==> src/rtl/mem_port_arbiter_pkg.sv <==
// Shared types for the I/D memory-port arbiter: FSM states, owner encoding
// and grant-vector bit positions.
package mem_port_arbiter_pkg;

    typedef enum logic [1:0] {
        ARB_IDLE,
        ARB_ISSUE,
        ARB_WAIT,
        ARB_RESP
    } arb_state_e;

    typedef enum logic {
        ARB_OWN_I = 1'b0,
        ARB_OWN_D = 1'b1
    } arb_owner_e;

    localparam int GNT_I = 0;
    localparam int GNT_D = 1;

endpackage

==> src/rtl/mem_port_arbiter_if.sv <==
// Bundle of the upstream I/D request ports and the downstream simple memory
// port seen by mem_port_arbiter.
interface mem_port_arbiter_if #(
    parameter int ADDR_W = 32,
    parameter int DATA_W = 32
);
    // Upstream: req + payload are held until the one-cycle gnt; valid is a
    // one-cycle completion pulse. Downstream: a request transfers on the cycle
    // dn_req && dn_ready, and completes with a one-cycle dn_valid pulse.
    logic                  i_req;
    logic [ADDR_W-1:0]     i_addr;
    logic                  i_gnt;
    logic                  i_valid;
    logic [DATA_W-1:0]     i_rdata;

    logic                  d_req;
    logic                  d_we;
    logic [ADDR_W-1:0]     d_addr;
    logic [DATA_W-1:0]     d_wdata;
    logic [DATA_W/8-1:0]   d_wstrb;
    logic                  d_gnt;
    logic                  d_valid;
    logic [DATA_W-1:0]     d_rdata;

    logic [ADDR_W-1:0]     dn_addr;
    logic [DATA_W-1:0]     dn_wdata;
    logic [DATA_W/8-1:0]   dn_wstrb;
    logic                  dn_req;
    logic                  dn_we;
    logic                  dn_ready;
    logic                  dn_valid;
    logic [DATA_W-1:0]     dn_rdata;

    logic                  busy;
    logic                  owner;

    modport slave (
        input  i_req, i_addr, d_req, d_we, d_addr, d_wdata, d_wstrb,
        input  dn_ready, dn_valid, dn_rdata,
        output i_gnt, i_valid, i_rdata, d_gnt, d_valid, d_rdata,
        output dn_addr, dn_wdata, dn_wstrb, dn_req, dn_we, busy, owner
    );

    modport master (
        output i_req, i_addr, d_req, d_we, d_addr, d_wdata, d_wstrb,
        output dn_ready, dn_valid, dn_rdata,
        input  i_gnt, i_valid, i_rdata, d_gnt, d_valid, d_rdata,
        input  dn_addr, dn_wdata, dn_wstrb, dn_req, dn_we, busy, owner
    );

endinterface

==> src/rtl/mem_port_arbiter_sel.sv <==
// mem_arb_sel: combinational two-way picker. Fixed D-over-I on a tie unless
// rr_en_i, in which case the port not granted last wins the tie.
module mem_arb_sel
    import mem_port_arbiter_pkg::*;
(
    input  logic       i_req_i,
    input  logic       d_req_i,
    input  arb_owner_e last_i,
    input  logic       rr_en_i,
    output logic [1:0] gnt_o
);

    always_comb begin
        gnt_o = 2'b00;
        if (i_req_i && d_req_i) begin
            if (rr_en_i && (last_i == ARB_OWN_D)) begin
                gnt_o[GNT_I] = 1'b1;
            end else begin
                gnt_o[GNT_D] = 1'b1;
            end
        end else if (d_req_i) begin
            gnt_o[GNT_D] = 1'b1;
        end else if (i_req_i) begin
            gnt_o[GNT_I] = 1'b1;
        end
    end

endmodule

==> src/rtl/mem_port_arbiter.sv <==
// Shares one simple memory port between instruction fetch (I) and load/store (D),
// one transaction at a time. Define MEM_ARB_RR_EN for round-robin tie-breaking.
module mem_port_arbiter
    import mem_port_arbiter_pkg::*;
#(
    parameter int ADDR_W = 32,
    parameter int DATA_W = 32
) (
    input  logic               clk,
    input  logic               rst_n,
    mem_port_arbiter_if.slave  bus,
    output arb_state_e         dbg_state_o
);

    localparam int STRB_W = DATA_W / 8;

    arb_state_e          state_q, state_d;
    arb_owner_e          owner_q;
    logic [ADDR_W-1:0]   addr_q;
    logic [DATA_W-1:0]   wdata_q;
    logic [STRB_W-1:0]   wstrb_q;
    logic                we_q;

    logic [1:0]          pick;
    logic                take;
    arb_owner_e          last_grant;
    logic                rr_en;

`ifdef MEM_ARB_RR_EN
    arb_owner_e last_q;

    assign rr_en      = 1'b1;
    assign last_grant = last_q;

    always_ff @(posedge clk or negedge rst_n) begin
        if (!rst_n) begin
            last_q <= ARB_OWN_I;
        end else if (take) begin
            last_q <= pick[GNT_D] ? ARB_OWN_D : ARB_OWN_I;
        end
    end
`else
    assign rr_en      = 1'b0;
    assign last_grant = ARB_OWN_I;
`endif

    mem_arb_sel u_sel (
        .i_req_i (bus.i_req),
        .d_req_i (bus.d_req),
        .last_i  (last_grant),
        .rr_en_i (rr_en),
        .gnt_o   (pick)
    );

    // Grants are gated by rst_n so every output reads 0 while reset is held.
    always_comb begin
        state_d     = state_q;
        take        = 1'b0;
        bus.i_gnt   = 1'b0;
        bus.d_gnt   = 1'b0;
        bus.dn_req  = 1'b0;
        bus.i_valid = 1'b0;
        bus.d_valid = 1'b0;
        unique case (state_q)
            ARB_IDLE: begin
                if (rst_n && (pick != 2'b00)) begin
                    take      = 1'b1;
                    bus.i_gnt = pick[GNT_I];
                    bus.d_gnt = pick[GNT_D];
                    state_d   = ARB_ISSUE;
                end
            end
            ARB_ISSUE: begin
                bus.dn_req = 1'b1;
                if (bus.dn_ready) state_d = ARB_WAIT;
            end
            ARB_WAIT: begin
                if (bus.dn_valid) state_d = ARB_RESP;
            end
            ARB_RESP: begin
                bus.i_valid = (owner_q == ARB_OWN_I);
                bus.d_valid = (owner_q == ARB_OWN_D);
                state_d     = ARB_IDLE;
            end
            default: state_d = ARB_IDLE;
        endcase
    end

    always_ff @(posedge clk or negedge rst_n) begin
        if (!rst_n) begin
            state_q <= ARB_IDLE;
            owner_q <= ARB_OWN_I;
            addr_q  <= '0;
            wdata_q <= '0;
            wstrb_q <= '0;
            we_q    <= 1'b0;
        end else begin
            state_q <= state_d;
            if (take) begin
                if (pick[GNT_D]) begin
                    owner_q <= ARB_OWN_D;
                    addr_q  <= bus.d_addr;
                    wdata_q <= bus.d_wdata;
                    wstrb_q <= bus.d_wstrb;
                    we_q    <= bus.d_we;
                end else begin
                    // Instruction fetches are always plain reads.
                    owner_q <= ARB_OWN_I;
                    addr_q  <= bus.i_addr;
                    wdata_q <= '0;
                    wstrb_q <= '0;
                    we_q    <= 1'b0;
                end
            end
        end
    end

    assign bus.dn_addr  = addr_q;
    assign bus.dn_wdata = wdata_q;
    assign bus.dn_wstrb = wstrb_q;
    assign bus.dn_we    = we_q;
    assign bus.busy     = (state_q != ARB_IDLE);
    assign bus.owner    = owner_q;
    assign bus.i_rdata  = bus.dn_rdata;
    assign bus.d_rdata  = bus.dn_rdata;
    assign dbg_state_o  = state_q;

endmodule

==> src/flat_wrapper.sv <==
// flat-port wrapper written by rule: the top's interface ports become plain ports
module mem_port_arbiter_flat import mem_port_arbiter_pkg::*;
#(
    parameter int ADDR_W = 32,
    parameter int DATA_W = 32
)
  (clk, rst_n, dbg_state_o, bus_i_req, bus_i_addr, bus_d_req, bus_d_we, bus_d_addr, bus_d_wdata, bus_d_wstrb, bus_dn_ready, bus_dn_valid, bus_dn_rdata, bus_i_gnt, bus_i_valid, bus_i_rdata, bus_d_gnt, bus_d_valid, bus_d_rdata, bus_dn_addr, bus_dn_wdata, bus_dn_wstrb, bus_dn_req, bus_dn_we, bus_busy, bus_owner);
  mem_port_arbiter_if #(.ADDR_W(ADDR_W), .DATA_W(DATA_W)) bus_i ();
  input  logic clk;
  input  logic rst_n;
  output arb_state_e dbg_state_o;
  input wire logic [$bits(bus_i.i_req)-1:0] bus_i_req;
  input wire logic [$bits(bus_i.i_addr)-1:0] bus_i_addr;
  input wire logic [$bits(bus_i.d_req)-1:0] bus_d_req;
  input wire logic [$bits(bus_i.d_we)-1:0] bus_d_we;
  input wire logic [$bits(bus_i.d_addr)-1:0] bus_d_addr;
  input wire logic [$bits(bus_i.d_wdata)-1:0] bus_d_wdata;
  input wire logic [$bits(bus_i.d_wstrb)-1:0] bus_d_wstrb;
  input wire logic [$bits(bus_i.dn_ready)-1:0] bus_dn_ready;
  input wire logic [$bits(bus_i.dn_valid)-1:0] bus_dn_valid;
  input wire logic [$bits(bus_i.dn_rdata)-1:0] bus_dn_rdata;
  output wire logic [$bits(bus_i.i_gnt)-1:0] bus_i_gnt;
  output wire logic [$bits(bus_i.i_valid)-1:0] bus_i_valid;
  output wire logic [$bits(bus_i.i_rdata)-1:0] bus_i_rdata;
  output wire logic [$bits(bus_i.d_gnt)-1:0] bus_d_gnt;
  output wire logic [$bits(bus_i.d_valid)-1:0] bus_d_valid;
  output wire logic [$bits(bus_i.d_rdata)-1:0] bus_d_rdata;
  output wire logic [$bits(bus_i.dn_addr)-1:0] bus_dn_addr;
  output wire logic [$bits(bus_i.dn_wdata)-1:0] bus_dn_wdata;
  output wire logic [$bits(bus_i.dn_wstrb)-1:0] bus_dn_wstrb;
  output wire logic [$bits(bus_i.dn_req)-1:0] bus_dn_req;
  output wire logic [$bits(bus_i.dn_we)-1:0] bus_dn_we;
  output wire logic [$bits(bus_i.busy)-1:0] bus_busy;
  output wire logic [$bits(bus_i.owner)-1:0] bus_owner;
  assign bus_i.i_req = bus_i_req;
  assign bus_i.i_addr = bus_i_addr;
  assign bus_i.d_req = bus_d_req;
  assign bus_i.d_we = bus_d_we;
  assign bus_i.d_addr = bus_d_addr;
  assign bus_i.d_wdata = bus_d_wdata;
  assign bus_i.d_wstrb = bus_d_wstrb;
  assign bus_i.dn_ready = bus_dn_ready;
  assign bus_i.dn_valid = bus_dn_valid;
  assign bus_i.dn_rdata = bus_dn_rdata;
  assign bus_i_gnt = bus_i.i_gnt;
  assign bus_i_valid = bus_i.i_valid;
  assign bus_i_rdata = bus_i.i_rdata;
  assign bus_d_gnt = bus_i.d_gnt;
  assign bus_d_valid = bus_i.d_valid;
  assign bus_d_rdata = bus_i.d_rdata;
  assign bus_dn_addr = bus_i.dn_addr;
  assign bus_dn_wdata = bus_i.dn_wdata;
  assign bus_dn_wstrb = bus_i.dn_wstrb;
  assign bus_dn_req = bus_i.dn_req;
  assign bus_dn_we = bus_i.dn_we;
  assign bus_busy = bus_i.busy;
  assign bus_owner = bus_i.owner;
  mem_port_arbiter #(.ADDR_W(ADDR_W), .DATA_W(DATA_W)) u_core (.clk(clk), .rst_n(rst_n), .bus(bus_i), .dbg_state_o(dbg_state_o));
endmodule
==> config.mk <==
export PLATFORM = sky130hd
export DESIGN_NAME = mem_port_arbiter_flat
export DESIGN_NICKNAME = d
export VERILOG_FILES = /design/src/rtl/mem_port_arbiter_pkg.sv /design/src/rtl/mem_port_arbiter_if.sv /design/src/rtl/mem_port_arbiter_sel.sv /design/src/rtl/mem_port_arbiter.sv /design/src/flat_wrapper.sv
export SDC_FILE = /design/constraint.sdc
export NUM_CORES = 1
export LEC_CHECK = 0
export BUFFER_PORTS_ARGS = -buffer_cell sky130_fd_sc_hd__buf_2
export CAP_MARGIN = 20
export CORE_MARGIN = 3
export CORE_UTILIZATION = 35
export CTS_BUF_LIST = sky130_fd_sc_hd__clkbuf_8
export DETAILED_ROUTE_END_ITERATION = 10
export GPL_ROUTABILITY_DRIVEN = 1
export MAX_ROUTING_LAYER = met4
export PLACE_DENSITY = 0.72
export REMOVE_ABC_BUFFERS = 1
export SYNTH_ARGS = -nofsm -noshare
export SYNTH_HDL_FRONTEND = slang
export SYNTH_SLANG_ARGS = --single-unit
==> constraint.sdc <==
create_clock -name clk -period 3.8 [get_ports clk]
set_clock_uncertainty 0.15 [all_clocks]
set_input_delay 0.38 -clock clk [delete_from_list [all_inputs] [get_ports clk]]
set_output_delay 0.38 -clock clk [all_outputs]
set_load 0.05 [all_outputs]
---- After elaboration in Yosys (flattened, before gate mapping) ----
Index checks and enable logic that the tools add are counted.
Widths: inputs -> output; s select.
cells by class
  equal/unequal tests ..................... 6
  multiplexer cells ....................... 22
  bitwise gates (word level) .............. 1
  reductions and logical operators ........ 6
operators with widths
  operator            number
  $mux 32             2
  $mux 1              14
  $mux 2              4
  $pmux 2 s4          1
  $eq 2x2->1 const B  2
  $mux 4              1
  $ne 2x2->1 const B  2
  $reduce_bool 2->1   2
  $reduce_and 3->1    1
  $eq 2x1->1 const B  1
  $logic_and 1x1->1   2
  $logic_not 2->1     1
  $ne 2x1->1 const B  1
  $not 1->1           1
word-level totals
  register bits ........................... 72
  input port bits ......................... 139
  output and inout bits ................... 142
  word-level logic and storage cells ...... 41

---- Longest topological paths before layout ----
Gate-level depths: netlist of the first run.
  depth after elaboration ................. 7
  depth in mapped cells ................... 7
  mapped depth without buffers ............ 5

---- Cells and area by module ----
A second synthesis of the first run with hierarchy kept.
unflattened totals
  cells, all modules ...................... 392
  area total of the unflattened synthesis .. 3661.0 µm²
by module, submodules not included
  module            instances  cells an instance  area each (µm²)  seq. area each (µm²)
  mem_port_arbiter  1          388                3639.7           1801.7
  mem_arb_sel       1          4                  21.3             0.0

---- Worst setup path after synthesis of the first run ----
No wires, ideal clock.
  kind .................................... reg2out
  start ................................... register u_core.state_q[0], in the netlist u_core.dbg_state_o[0]
  end ..................................... output bus_i_gnt
  arrival time ............................ 2601 ps
  required time ........................... 3270 ps
  setup slack ............................. 669 ps
  stages on the path, launching flop included .. 7
  buffers on the path ..................... 2
  path through ............................ dfrtp_1 > inv_1 > ha_1 > o211ai_2 > buf_4 > buf_4 > nor3b_1
between the ends
  longest elaborated chain between the ends .. 2
ends and longest elaborated chain
  what                      line                    text
  start: declaration        mem_port_arbiter.sv:17  arb_state_e state_q, state_d;
  start signal: assignment  mem_port_arbiter.sv:98  state_q <= state_d;
  $logic_not 2->1           mem_port_arbiter.sv:64  unique case (state_q)
  $mux 1                    mem_port_arbiter.sv:64
  end: declaration          flat_wrapper.sv:22      output wire logic [$bits(bus_i.i_gnt)-1:0] bus_i_gnt;
Every way passes these cells.

---- Final worst setup path of the first run ----
Same ends and word-level chain as after synthesis.

==> results of run 1 <==
-- timing repair --
item                                   in CTS  in global routing
resized for setup                           0                  0
endpoints found under the hold margin       3                  0
setup endpoints to repair                   0                  0
hold buffers                                1                  0
-- critical path, cell delays in order, from the launching register on --
cell	delay (ns)
dfrtp_1	0.43
inv_1	0.15
ha_1	0.28
o211ai_4	0.12
nor3b_1	0.20
buf_2	0.29
-- flip-flops by register name, summed over array words and instances (netlist names) --
register	flops
u_core.dbg_state_o	2
u_core.bus.dn_wdata	32
u_core.bus.dn_we	1
u_core.bus.dn_wstrb	4
u_core.bus.dn_addr	32
u_core.bus.owner	1
-- cells by family after synthesis --
kind of cell | synth area share
mux | 0.0937
simple gates | 0.117
flops | 0.494
fa+ha+maj | 0.0172
compound gates | 0.105
buf+inv | 0.173
-- power by group --
group          internal (mW)  switching, mW  leakage, nW
sequential              1.12          0.188        0.923
clock                  0.365          0.283        0.112
combinational          0.518           1.85         1.42
-- metrics by stage --
| step | utilization | hold WS [ns] | area, um^2 | worst slack, ns | power, mW |
|---|---|---|---|---|---|
| floorplan | - | -0.0656 | 3040 | -0.783 | 3.09 |
| global placement | 0.419 | 0.0512 | 4170 | 1.86 | 3.66 |
| detailed placement | 0.419 | 0.0531 | 4170 | 1.82 | 3.72 |
| CTS | 0.442 | 0.0869 | 4400 | 1.45 | 4.39 |
| global route | 0.442 | 0.0991 | 4400 | 1.33 | 4.60 |
| finish | 0.442 | 0.116 | 4400 | 1.48 | 4.33 |
-- cell type report --
| type | count | area, um^2 | area share |
|---|---|---|---|
| multi-input cells | 223 | 1220 | 0.279 |
| clock inverters | 7 | 88.8 | 0.0202 |
| well taps | 133 | 166 | 0.0379 |
| clock buffers | 9 | 124 | 0.0282 |
| repair buffers | 188 | 971 | 0.221 |
| inverters | 5 | 18.8 | 0.00427 |
| flip-flops and latches | 72 | 1800 | 0.410 |
-- cell usage after synthesis --
cell	n
nand2_1	106
buf_4	74
dfrtp_1	72
o21ai_1	69
mux2i_1	33
clkbuf_1	8
buf_2	5
ha_1	5
inv_1	4
a21o_1	1
a222oi_1	1
and2_1	1
and3_1	1
clkinv_1	1
mux2_1	1
nor2_1	1
nor2b_1	1
nor3b_1	1
o211ai_2	1
o21ai_2	1
-- worst max path at each step --
| stage | from | to | slack (ns) | depth (start not counted) |
|---|---|---|---|---|
| 2_1_floorplan | bus_d_req | bus_i_gnt | -0.78 | 2 |
| 3_3_place_gp | bus_d_req | u_core.bus.dn_addr[25]$_DFFE_PN0P_ | 1.86 | 4 |
| 3_5_place_dp | bus_d_req | u_core.bus.dn_addr[8]$_DFFE_PN0P_ | 1.82 | 4 |
| 4_1_cts | u_core.dbg_state_o[0]$_DFFE_PN0P_ | bus_i_gnt | 1.45 | 5 |
| 5_1_grt | u_core.dbg_state_o[0]$_DFFE_PN0P_ | bus_i_gnt | 1.33 | 5 |
| 6_report | u_core.dbg_state_o[0]$_DFFE_PN0P_ | bus_i_gnt | 1.48 | 5 |
-- metal layers --
metal	part of all wire	up-vias	routed length (um)	GRT usage
li1	-	1421	-	-
met1	0.42	1335	4730	0.247
met2	0.42	199	4750	0.269
met3	0.16	6	1830	0.131
met4	0.0052	0	59	0.0541
met5	0	-	0	-
==> impl_metrics.json, run 1 <==
{
  "antenna_found_initial": 0,
  "die_y_um": 108,
  "synth.distinct_cells": 20,
  "cts_tree": "yes",
  "crit_fanout": 4,
  "regToRegEndpoint": "u_core.bus.dn_addr[0]$_DFFE_PN0P_",
  "layout_commonest_cell": "buf_2",
  "min_to": "u_core.bus.dn_wdata[7]$_DFFE_PN0P_",
  "synth_area_leaders": "dfrtp_1 49%, buf_4 15%, nand2_1 11%",
  "worst_hold_startpoint": "bus_d_wdata[7]",
  "status": "finished, final reports clean",
  "synth_top_area_cell": "dfrtp_1",
  "hold_viol": 0,
  "rsz0062_at_grt": "false",
  "via_per_inst": 4.65,
  "worst_ep_arrival_time_ns": 1.79,
  "p_leak_nw": 2.45,
  "vias": 2961,
  "worstSkewPairLatency_ns": 0.33,
  "layout_common_cells": "182 x buf_2, 106 x nand2_1, 72 x dfrtp_1",
  "critPathLaunchType": "register",
  "yosys.area.top_type_share": 0.494,
  "ff2ff_setup_slack_ns": 1.90,
  "syn_avg_cell_area_um2": 9.42,
  "wl_per_cell_um": 17.9,
  "min_path_type": "input port to register",
  "end_kind": "output port",
  "fp.dieW_um": 108,
  "ant_nets": 0,
  "r2r_cells": 6,
  "start_util": 0.366,
  "drt-initial-drc-count": 164,
  "grt_pass1_wl_um": 16800,
  "hold_depth": 3,
  "cts_sinks": 72,
  "crit_required_ns": 3.27,
  "area_growth_pct": 20.5,
  "ioPinCount": 281,
  "ys_ff_latch": 72,
  "cts_buffers": 9,
  "fin_crit_sh": 0.611,
  "synth_seq_area_share": 0.494,
  "finalCriticalPeriod_ns": 2.32,
  "finalNonFillerCells": 637,
  "power_density_mw_per_mm2": 985,
  "dieArea_mm2": 0.0117,
  "wirelength_um": 11400,
  "vdd_ir_drop_max_mv": 0.382,
  "critical_path_class": "register to output port",
  "gr-total-overflow": 0,
  "worstMarginPinSlew_ns": 0.881,
  "gp_congestion": 0.760,
  "r2r_start": "u_core.dbg_state_o[0]$_DFFE_PN0P_",
  "cts_max_level": 3,
  "grt_max_degree": 140,
  "syn_inst": 387,
  "clockBufferDepth": 2,
  "num_antenna_cells": 0,
  "slew_headroom": 0.412,
  "cts.clk_slew.worst_paths_ns": 0.08,
  "fillCellCount": 1006,
  "final-setup-viol-count": 0,
  "cts_setup_buffers": 0,
  "rows": 36,
  "syn-cell-area_mm2": 0.00365,
  "drive_gt1_frac": 0.403,
  "hpwl_um": 8980,
  "ys_warn_count": 0,
  "cts_root_buffer": "clkbuf_8",
  "fin_tns_setup_ns": 0,
  "cap_violations": 0,
  "drc": 0,
  "grt_pass1_vias": 2940,
  "grt.total_usage": 0.200,
  "core_area_mm2": 0.00995,
  "fmax_ghz": 0.430,
  "placed_cells": 620,
  "first_pass_iters": 4,
  "timing_max_transition_violations_final": 0,
  "portBuffers": 184,
  "fin_nets": 643
}
(Power assumes the default switching activity.)
==> inputs of run 2 (changes only) <==
Clock period 3.8 ns to 2.19 ns, I/O delays scaled along.
==> impl_metrics.json, run 2 (same netlist as run 1, synthesis figures left out) <==
{
  "final-setup-viol-count": 0,
  "gr-total-overflow": 0,
  "internal_power_mw": 3.86,
  "drive_gt1_frac": 0.351,
  "gp_congestion": 0.764,
  "r2r_cells": 4,
  "hold_viol": 0,
  "via_per_inst": 4.71,
  "cts_sinks": 72,
  "utilization": 0.531,
  "finalCriticalPeriod_ns": 2.04,
  "rows": 36,
  "cts_setup_buffers": 0,
  "finalNonFillerCells": 718,
  "core_area_mm2": 0.00995,
  "grt_pass1_vias": 3420,
  "cts_buffers": 9,
  "dieArea_mm2": 0.0117,
  "fmax_ghz": 0.490,
  "status": "finished, final reports clean",
  "cts_root_buffer": "clkbuf_8",
  "final_cell_area_mm2": 0.00528,
  "slew_headroom": 0.542,
  "p_clk_frac": 0.175,
  "die_y_um": 108,
  "timing_max_transition_violations_final": 0,
  "cts.clk_slew.worst_paths_ns": 0.08,
  "worstMarginPinSlew_ns": 0.687,
  "wl_per_cell_um": 18.7,
  "ioPinCount": 281,
  "comb_power_share": 0.539,
  "fin_nets": 723,
  "seqPwrFrac": 0.286,
  "grt_max_degree": 140,
  "fp.dieW_um": 108,
  "critical_path_class": "input port to output port",
  "hold_depth": 3,
  "clockBufferDepth": 2,
  "first_pass_iters": 4,
  "start_util": 0.366,
  "grt.total_usage": 0.231,
  "cap_violations": 0,
  "layout_commonest_cell": "buf_2",
  "vias": 3379,
  "power_density_mw_per_mm2": 1520,
  "ant_nets": 0,
  "crit_required_ns": 1.82,
  "cts_max_level": 3,
  "hpwl_um": 8930,
  "switching_power_mw": 4.14,
  "p_leak_nw": 2.81,
  "postPlaceCellArea_mm2": 0.00419,
  "crit_fanout": 21,
  "min_path_type": "input port to register",
  "fin_crit_sh": 0.932,
  "area_growth_pct": 44.8,
  "layout_common_cells": "181 x buf_2, 106 x nand2_1, 81 x dlygate4sd3_1",
  "end_kind": "output port",
  "portBuffers": 184,
  "placed_cells": 620,
  "wirelength_um": 13400,
  "grt_pass1_wl_um": 19300,
  "switching_share": 0.517,
  "rsz0062_at_grt": "false",
  "worst_ep_arrival_time_ns": 1.67,
  "multiInputGateArea_mm2": 0.00124,
  "worstSkewPairLatency_ns": 0.33,
  "drc": 0,
  "vdd_ir_drop_max_mv": 1.06,
  "fillCellCount": 895,
  "seqCellArea_mm2": 0.00180,
  "critPathLaunchType": "input port",
  "cts_tree": "yes",
  "antenna_found_initial": 0,
  "drt-initial-drc-count": 243,
  "fin_tns_setup_ns": 0
}
-- run 2: repair_timing --
action                                  CTS  global route
gates resized for setup                   0             4
endpoints found under the hold margin    76             1
hold buffers                             80             1
endpoints found under the setup margin    0             1
-- run 2: worst paths after layout --
path | start | endpoint | slack, ns
max | rst_n | bus_i_gnt | 0.15
min | bus_i_addr[10] | u_core.bus.dn_addr[10]$_DFFE_PN0P_ | 0.02
max reg2reg | u_core.dbg_state_o[0]$_DFFE_PN0P_ | u_core.dbg_state_o[1]$_DFFE_PN0P_ | 0.31
min reg2reg | u_core.bus.dn_wdata[3]$_DFFE_PN0P_ | u_core.bus.dn_wdata[3]$_DFFE_PN0P_ | 0.34
max in group asynchronous | rst_n | u_core.bus.dn_wdata[20]$_DFFE_PN0P_ | 0.72
min in group asynchronous | rst_n | u_core.bus.dn_addr[22]$_DFFE_PN0P_ | 0.18
-- run 2: through the flow --
stage	total power [mW]	hold slack (ns)	worst slack, ns
2_1_floorplan	5.37	-0.227	-2.23
3_3_place_gp	6.36	-0.00776	0.464
3_5_place_dp	6.47	-0.0133	0.334
4_1_cts	8.00	0.000685	0.00575
5_1_grt	8.42	0.00213	0.0374
6_report	8.00	0.0169	0.149
-- run 2: power by group through the flow --
stage	combinational, mW	sequential (mW)	clock (mW)
finish	4.31	2.29	1.40
global route	4.55	2.36	1.51
CTS	4.28	2.28	1.44
detailed placement	4.16	2.30	0
global placement	4.09	2.27	0
floorplan	0.918	4.45	0
-- run 2: routing by layer --
layer  GRT usage  vias to the layer above  routed length, um
met3       0.142                       18               1830
met1       0.255                     1548               5290
met5           -                        -                  0
li1            -                     1581                  -
met2       0.355                      232               6140
met4      0.0586                        0                181
-- run 2: final cells by class --
type	count	share of cell area
Multi-Input combinational cell	223	0.234
Timing Repair Buffer	268	0.338
Antenna cell	1	0.000474
Clock buffer	10	0.0261
Sequential cell	72	0.341
Inverter	5	0.00355
Clock inverter	6	0.0249
Tap cell	133	0.0315
-- run 2: critical path, stage by stage --
cell	delay, ns
dlygate4sd3_1	0.53
buf_4	0.30
o211ai_4	0.15
nor3b_1	0.22
buf_4	0.23
